==> src/rtl/spi_alu_pkg.sv <==
// Shared types and constants for the SPI ALU master: frame geometry, FSM states
// and the frame packing helper.
package spi_alu_pkg;

    localparam int FRAME_BITS = 12;
    localparam int NIBBLE_W   = 4;

    localparam logic HANDSHAKE_BIT = 1'b1;

    typedef enum logic [2:0] {
        IDLE,
        HANDSHAKE,
        SHIFT,
        TAIL,
        GAP
    } state_t;

    function automatic logic [FRAME_BITS-1:0] packFrame(
        input logic [NIBBLE_W-1:0] op1,
        input logic [NIBBLE_W-1:0] op2,
        input logic [NIBBLE_W-1:0] opr
    );
        return {op1, op2, opr};
    endfunction

endpackage

==> src/rtl/spi_alu_master_if.sv <==
// Command/status and SPI pin bundle between the ALU master and its surroundings.
// The master modport is the block's own view; the slave modport is the environment's.
interface spi_alu_master_if;
    import spi_alu_pkg::*;

    logic                start;
    logic [NIBBLE_W-1:0] operando_1;
    logic [NIBBLE_W-1:0] operando_2;
    logic [NIBBLE_W-1:0] operador;
    logic                MISO;
    logic                SCLK;
    logic                MOSI;
    logic                CS;
    logic                busy;
    logic                done;
    logic                ack_error;

    modport master (
        input  start, operando_1, operando_2, operador, MISO,
        output SCLK, MOSI, CS, busy, done, ack_error
    );

    modport slave (
        output start, operando_1, operando_2, operador, MISO,
        input  SCLK, MOSI, CS, busy, done, ack_error
    );

endinterface

==> src/rtl/spi_clk_gen.sv <==
// SCLK half-period divider. Strobes flag the clock whose edge will raise or lower SCLK,
// so the FSM can act on the same edge as the SCLK transition.
module spi_clk_gen #(
    parameter int CLK_DIV = 4
) (
    input  logic clk_i,
    input  logic rst_n_i,
    input  logic en_i,
    input  logic stop_i,
    output logic sclk_o,
    output logic riseNext_o,
    output logic fall_o
);

    localparam int               CNT_W    = $clog2(CLK_DIV);
    localparam logic [CNT_W-1:0] CNT_LAST = CNT_W'(CLK_DIV - 1);

    logic [CNT_W-1:0] cnt_q, cnt_d;
    logic             sclk_q, sclk_d;
    logic             halfEnd;

    assign halfEnd    = en_i && (cnt_q == CNT_LAST);
    assign riseNext_o = halfEnd && !sclk_q;
    assign fall_o     = halfEnd && sclk_q;
    assign sclk_o     = sclk_q;

    // stop_i overrides a pending rising edge so an aborted frame never shows that edge
    always_comb begin
        cnt_d  = cnt_q + CNT_W'(1);
        sclk_d = sclk_q;
        if (!en_i || stop_i) begin
            cnt_d  = '0;
            sclk_d = 1'b0;
        end else if (halfEnd) begin
            cnt_d  = '0;
            sclk_d = !sclk_q;
        end
    end

    always_ff @(posedge clk_i or negedge rst_n_i) begin
        if (!rst_n_i) begin
            cnt_q  <= '0;
            sclk_q <= 1'b0;
        end else begin
            cnt_q  <= cnt_d;
            sclk_q <= sclk_d;
        end
    end

endmodule

==> src/rtl/spi_alu_master.sv <==
// SPI master sending one handshake bit plus a 12-bit ALU command frame, checking the
// slave's MISO acknowledge before the first data bit is clocked in.
module spi_alu_master
    import spi_alu_pkg::*;
#(
    parameter int CLK_DIV    = 4,
    parameter int TAIL_SLOTS = 2
) (
    input  logic              clk_arduino,
    input  logic              reset,
    spi_alu_master_if.master  bus
);

    localparam int LAST_SLOT = FRAME_BITS + TAIL_SLOTS;
    localparam int SLOT_W    = $clog2(LAST_SLOT + 1);
    localparam int GAP_CLKS  = 2 * CLK_DIV;
    localparam int GAP_W     = $clog2(GAP_CLKS);

    state_t                  state_q;
    logic [FRAME_BITS-1:0]   shift_q;
    logic [SLOT_W-1:0]       slot_q;
    logic [GAP_W-1:0]        gapCnt_q;
    logic                    sclkEn_q;
    logic                    csN_q;
    logic                    mosi_q;
    logic                    busy_q;
    logic                    done_q;
    logic                    ackErr_q;

    logic                    sclk;
    logic                    riseNext;
    logic                    fall;
    logic                    abortNow;
    logic                    endNow;

    spi_clk_gen #(
        .CLK_DIV (CLK_DIV)
    ) u_clk_gen (
        .clk_i      (clk_arduino),
        .rst_n_i    (reset),
        .en_i       (sclkEn_q),
        .stop_i     (abortNow),
        .sclk_o     (sclk),
        .riseNext_o (riseNext),
        .fall_o     (fall)
    );

    // The acknowledge is judged on the clock that would otherwise raise SCLK in slot 1
    assign abortNow = (state_q == SHIFT) && (slot_q == SLOT_W'(1)) && riseNext && !bus.MISO;
    assign endNow   = fall && (slot_q == SLOT_W'(LAST_SLOT))
                    && ((state_q == SHIFT) || (state_q == TAIL));

    always_ff @(posedge clk_arduino or negedge reset) begin
        if (!reset) begin
            state_q  <= IDLE;
            shift_q  <= '0;
            slot_q   <= '0;
            gapCnt_q <= '0;
            sclkEn_q <= 1'b0;
            csN_q    <= 1'b1;
            mosi_q   <= 1'b0;
            busy_q   <= 1'b0;
            done_q   <= 1'b0;
            ackErr_q <= 1'b0;
        end else begin
            done_q   <= 1'b0;
            ackErr_q <= 1'b0;
            if (abortNow || endNow) begin
                sclkEn_q <= 1'b0;
                csN_q    <= 1'b1;
                mosi_q   <= 1'b0;
                done_q   <= 1'b1;
                ackErr_q <= abortNow;
                gapCnt_q <= '0;
                state_q  <= GAP;
            end else begin
                case (state_q)
                    IDLE: begin
                        if (bus.start) begin
                            shift_q <= packFrame(bus.operando_1, bus.operando_2, bus.operador);
                            slot_q  <= '0;
                            busy_q  <= 1'b1;
                            state_q <= HANDSHAKE;
                        end
                    end
                    HANDSHAKE: begin
                        // First cycle after accept opens the frame; SCLK starts its low half here
                        if (!sclkEn_q) begin
                            sclkEn_q <= 1'b1;
                            csN_q    <= 1'b0;
                            mosi_q   <= HANDSHAKE_BIT;
                        end else if (fall) begin
                            slot_q  <= SLOT_W'(1);
                            mosi_q  <= shift_q[FRAME_BITS-1];
                            shift_q <= {shift_q[FRAME_BITS-2:0], 1'b0};
                            state_q <= SHIFT;
                        end
                    end
                    SHIFT: begin
                        if (fall) begin
                            slot_q <= slot_q + SLOT_W'(1);
                            if (slot_q < SLOT_W'(FRAME_BITS)) begin
                                mosi_q  <= shift_q[FRAME_BITS-1];
                                shift_q <= {shift_q[FRAME_BITS-2:0], 1'b0};
                            end else begin
                                mosi_q  <= 1'b0;
                                state_q <= TAIL;
                            end
                        end
                    end
                    TAIL: begin
                        if (fall) begin
                            slot_q <= slot_q + SLOT_W'(1);
                        end
                    end
                    GAP: begin
                        if (gapCnt_q == GAP_W'(GAP_CLKS - 1)) begin
                            busy_q  <= 1'b0;
                            state_q <= IDLE;
                        end else begin
                            gapCnt_q <= gapCnt_q + GAP_W'(1);
                        end
                    end
                    default: state_q <= IDLE;
                endcase
            end
        end
    end

    assign bus.SCLK      = sclk;
    assign bus.CS        = csN_q;
    assign bus.MOSI      = mosi_q;
    assign bus.busy      = busy_q;
    assign bus.done      = done_q;
    assign bus.ack_error = ackErr_q;

endmodule
==> src/flat_wrapper.sv <==
// flat-port wrapper written by rule: the top's interface ports become plain ports
module spi_alu_master_flat import spi_alu_pkg::*;
#(
    parameter int CLK_DIV    = 4,
    parameter int TAIL_SLOTS = 2
)
  (clk_arduino, reset, bus_start, bus_operando_1, bus_operando_2, bus_operador, bus_MISO, bus_SCLK, bus_MOSI, bus_CS, bus_busy, bus_done, bus_ack_error);
  spi_alu_master_if bus_i ();
  input  logic clk_arduino;
  input  logic reset;
  input wire logic [$bits(bus_i.start)-1:0] bus_start;
  input wire logic [$bits(bus_i.operando_1)-1:0] bus_operando_1;
  input wire logic [$bits(bus_i.operando_2)-1:0] bus_operando_2;
  input wire logic [$bits(bus_i.operador)-1:0] bus_operador;
  input wire logic [$bits(bus_i.MISO)-1:0] bus_MISO;
  output wire logic [$bits(bus_i.SCLK)-1:0] bus_SCLK;
  output wire logic [$bits(bus_i.MOSI)-1:0] bus_MOSI;
  output wire logic [$bits(bus_i.CS)-1:0] bus_CS;
  output wire logic [$bits(bus_i.busy)-1:0] bus_busy;
  output wire logic [$bits(bus_i.done)-1:0] bus_done;
  output wire logic [$bits(bus_i.ack_error)-1:0] bus_ack_error;
  assign bus_i.start = bus_start;
  assign bus_i.operando_1 = bus_operando_1;
  assign bus_i.operando_2 = bus_operando_2;
  assign bus_i.operador = bus_operador;
  assign bus_i.MISO = bus_MISO;
  assign bus_SCLK = bus_i.SCLK;
  assign bus_MOSI = bus_i.MOSI;
  assign bus_CS = bus_i.CS;
  assign bus_busy = bus_i.busy;
  assign bus_done = bus_i.done;
  assign bus_ack_error = bus_i.ack_error;
  spi_alu_master #(.CLK_DIV(CLK_DIV), .TAIL_SLOTS(TAIL_SLOTS)) u_core (.clk_arduino(clk_arduino), .reset(reset), .bus(bus_i));
endmodule
==> config.mk <==
export PLATFORM = sky130hd
export DESIGN_NAME = spi_alu_master_flat
export DESIGN_NICKNAME = d
export VERILOG_FILES = /design/src/rtl/spi_alu_pkg.sv /design/src/rtl/spi_alu_master_if.sv /design/src/rtl/spi_clk_gen.sv /design/src/rtl/spi_alu_master.sv /design/src/flat_wrapper.sv
export SDC_FILE = /design/constraint.sdc
export NUM_CORES = 1
export LEC_CHECK = 0
export BUFFER_PORTS_ARGS = -buffer_cell sky130_fd_sc_hd__buf_2
export CAP_MARGIN = 20
export CORE_ASPECT_RATIO = 0.6
export CORE_UTILIZATION = 43
export CTS_BUF_LIST = sky130_fd_sc_hd__clkbuf_4 sky130_fd_sc_hd__clkbuf_8 sky130_fd_sc_hd__clkbuf_16
export DETAILED_ROUTE_END_ITERATION = 8
export HOLD_SLACK_MARGIN = 0.08
export PLACE_DENSITY = 0.66
export SYNTH_ARGS = -nofsm -noshare
export SYNTH_HDL_FRONTEND = slang
export SYNTH_SLANG_ARGS = --single-unit
==> constraint.sdc <==
create_clock -name clk_arduino -period 2.3 [get_ports clk_arduino]
set_clock_uncertainty 0.2 [all_clocks]
set_input_delay 0.345 -clock clk_arduino [delete_from_list [all_inputs] [get_ports clk_arduino]]
set_output_delay 0.345 -clock clk_arduino [all_outputs]
set_load 0.01 [all_outputs]
==> results.json <==
{
  "status": "finished, violations left",
  "violations": "DRC",
  "fmax_mhz": 446.3,
  "ios": 22,
  "dpl-instance-area_um2": 1964,
  "avgSynthCellArea_um2": 11.38,
  "fin_area_um2": 2238,
  "tns_ns": 0,
  "die-area_um2": 4290,
  "fin_crit_sh": 0.9742,
  "syn_area_um2": 1730,
  "yosysUniqueCellTypes": 42,
  "numCtsBuffers": 5,
  "crit_path_end_kind": "register",
  "clk_pin_slew_ns": 0.07,
  "slew_headroom": 0.5461,
  "power_leakage_nw": 1.015,
  "wire_per_inst_um": 15.23,
  "rsz0062_at_grt": "yes",
  "grt_max_degree": 32,
  "drc": 1,
  "synthCells": 152,
  "ys_seq_area_frac": 0.4490,
  "fin_nets": 218,
  "synthFlopType": "dfrtp_1",
  "period_minus_slack_ns": 2.241,
  "die_h_um": 51.14,
  "grt_pass1_wl_um": 6175,
  "htreeDepth": 2,
  "setup-violations-final": 0,
  "area_growth_pct": 29.36,
  "synth-edff-count": 0,
  "antenna_found_initial": 0,
  "tritoncts": "yes",
  "synth_nets": 174,
  "grt_pass1_vias": 1290,
  "cts_sinks": 31,
  "worstPathMaxFanout": 6,
  "finalHoldViolCount": 0,
  "worst-r2r-setup-slack_ns": 0.06,
  "setup.worst_path.class": "register to register",
  "stdcell_count": 244,
  "port_buffers": 21,
  "final_common_cell": "dfrtp_1",
  "maxSlewViolCount": 0,
  "fp.dieW_um": 83.90,
  "worstPathArrival_ns": 2.21,
  "worst_ep_required_time_ns": 2.27,
  "p_per_area_nw_per_um2": 1449,
  "routed_via_density": 5.303,
  "cts_buffer_depth": 2,
  "tightest_slew_ns": 0.6808,
  "first_pass_iters": 6,
  "cts_root_buffer": "clkbuf_8",
  "layout-drive-gt1-share": 0.4467,
  "vias": 1294,
  "grtUsageTotal": 0.1923,
  "routabilityCongestion": 0.8414,
  "routed_wirelength_um": 3715,
  "design.core.area_um2": 3765,
  "insertion_delay_ns": 0.28,
  "ant_nets": 0,
  "drt_iter0_markers": 161,
  "grt_overflow_total": 0,
  "peakVddDrop_v": 0.0005956,
  "place_inst": 228,
  "antenna_cells": 0,
  "async_flop_share": 1.000,
  "place_hpwl_um": 2569,
  "hold_ws_ns": 0.2045,
  "drv_cap": 0,
  "synth-seq-cells": 31,
  "final_cell_mix": "dfrtp_1 (29), buf_2 (21), buf_4 (20)",
  "fp-row-count": 17,
  "min_path_type": "primary input to register",
  "ys_warn_count": 0,
  "start_util": 0.4596,
  "worst_setup_path_start_kind": "register"
}
[logic make-up (layout without fill, tap and decap cells)]
family / count (synthesis) / in the layout / synth area share
flops: 31 / 31 / 0.4490
buf+inv: 10 / 55 / 0.03832
simple gates: 53 / 53 / 0.1670
fa+ha+maj: 6 / 6 / 0.04338
mux: 26 / 26 / 0.1887
compound gates: 24 / 24 / 0.1034
xor+xnor: 2 / 2 / 0.01012
[synth_stat cells (2+ instances only)]
cell type,number,area [µm²]
and3b_1,2,17.52
ha_1,6,75.07
buf_6,3,33.78
mux2_4,10,150.1
mux2_2,13,146.4
o21ai_0,7,35.03
dfrtp_1,30,750.7
nand2b_1,3,18.77
nor4_1,2,12.51
nor3_1,3,15.01
nand2_1,9,33.78
and3_1,2,12.51
nand3_1,4,20.02
mux2i_1,3,30.03
buf_2,2,10.01
nor2b_1,4,25.02
nor3b_1,3,22.52
a21oi_1,7,35.03
nor2_1,14,52.55
inv_1,3,11.26
[stage by stage]
step / utilization / setup slack [ns] / total power [W]
floorplan: - / 0.04865 / 0.002030
global placement: 0.5218 / 0.02840 / 0.002363
detailed placement: 0.5218 / -0.04045 / 0.002442
CTS: 0.5809 / 0.0008087 / 0.003186
global route: 0.5946 / -0.01896 / 0.003445
finish: 0.5946 / 0.05930 / 0.003245
[critical path, stage by stage, from the launching register on]
cell and delay [ns]:
dfrtp_1 0.41, ha_4 0.18, and3_4 0.20, a31oi_4 0.18, nand2_4 0.08, a2111oi_4 0.23
bufbuf_16 0.33, mux2_4 0.29
[flip-flops by register name, indices dropped and copies added (netlist names)]
register,count
u_core.shift_q,12
u_core.slot_q,4
u_core.gapCnt_q,3
u_core.state_q,3
u_core.u_clk_gen.cnt_q,2
u_core.bus.CS,1
u_core.bus.MOSI,1
u_core.bus.ack_error,1
u_core.bus.busy,1
u_core.bus.done,1
u_core.sclkEn_q,1
u_core.u_clk_gen.sclk_o,1
[where the power goes]
group / total (W) / switching (W) / internal, W / leakage (nW)
logic: 0.00175 / 0.000695 / 0.00105 / 0.587
registers: 0.000937 / 0.000174 / 0.000763 / 0.366
clock network: 0.000558 / 0.000208 / 0.000350 / 0.0612
[final timing paths]
path,startpoint,end,depth (start not counted)
setup / recovery,u_core.u_clk_gen.cnt_q[0]$_DFF_PN0_,u_core.shift_q[1]$_DFFE_PN0P_,7
hold / removal,bus_start,u_core.bus.busy$_DFFE_PN0P_,3
setup reg to reg,u_core.u_clk_gen.cnt_q[0]$_DFF_PN0_,u_core.shift_q[1]$_DFFE_PN0P_,7
hold reg to reg,u_core.bus.CS$_DFFE_PN1P_,u_core.bus.CS$_DFFE_PN1P_,2
max in group asynchronous,reset,u_core.state_q[1]$_DFFE_PN0P_,2
min in group asynchronous,reset,u_core.u_clk_gen.cnt_q[1]$_DFF_PN0_,2
[layout make-up]
| type | instances | area (µm²) |
|---|---|---|
| clock inverter | 2 | 35.03 |
| clock buffer | 6 | 82.58 |
| sequential | 31 | 778.2 |
| multi-input combinational | 111 | 954.7 |
| tap | 47 | 58.81 |
| timing repair buffer | 44 | 317.8 |
| inverter | 3 | 11.26 |
| fill | 300 | 1526 |
[layer usage]
metal,wire length [µm],track usage,vias to the layer above
li1,-,-,629
met1,1833,0.2503,630
met2,1662,0.3019,28
met3,168,0.05816,7
met4,50,0.08046,0
met5,0,0,-
[repair_timing]
action,in CTS,in global routing
hold buffers,1,0
gates resized for setup,9,5
pin swaps,4,3
gates cloned,1,0
setup endpoints to repair,12,13
setup buffers,4,3
hold endpoints to repair,30,0
Note: power is estimated with default switching activity, not from simulation.
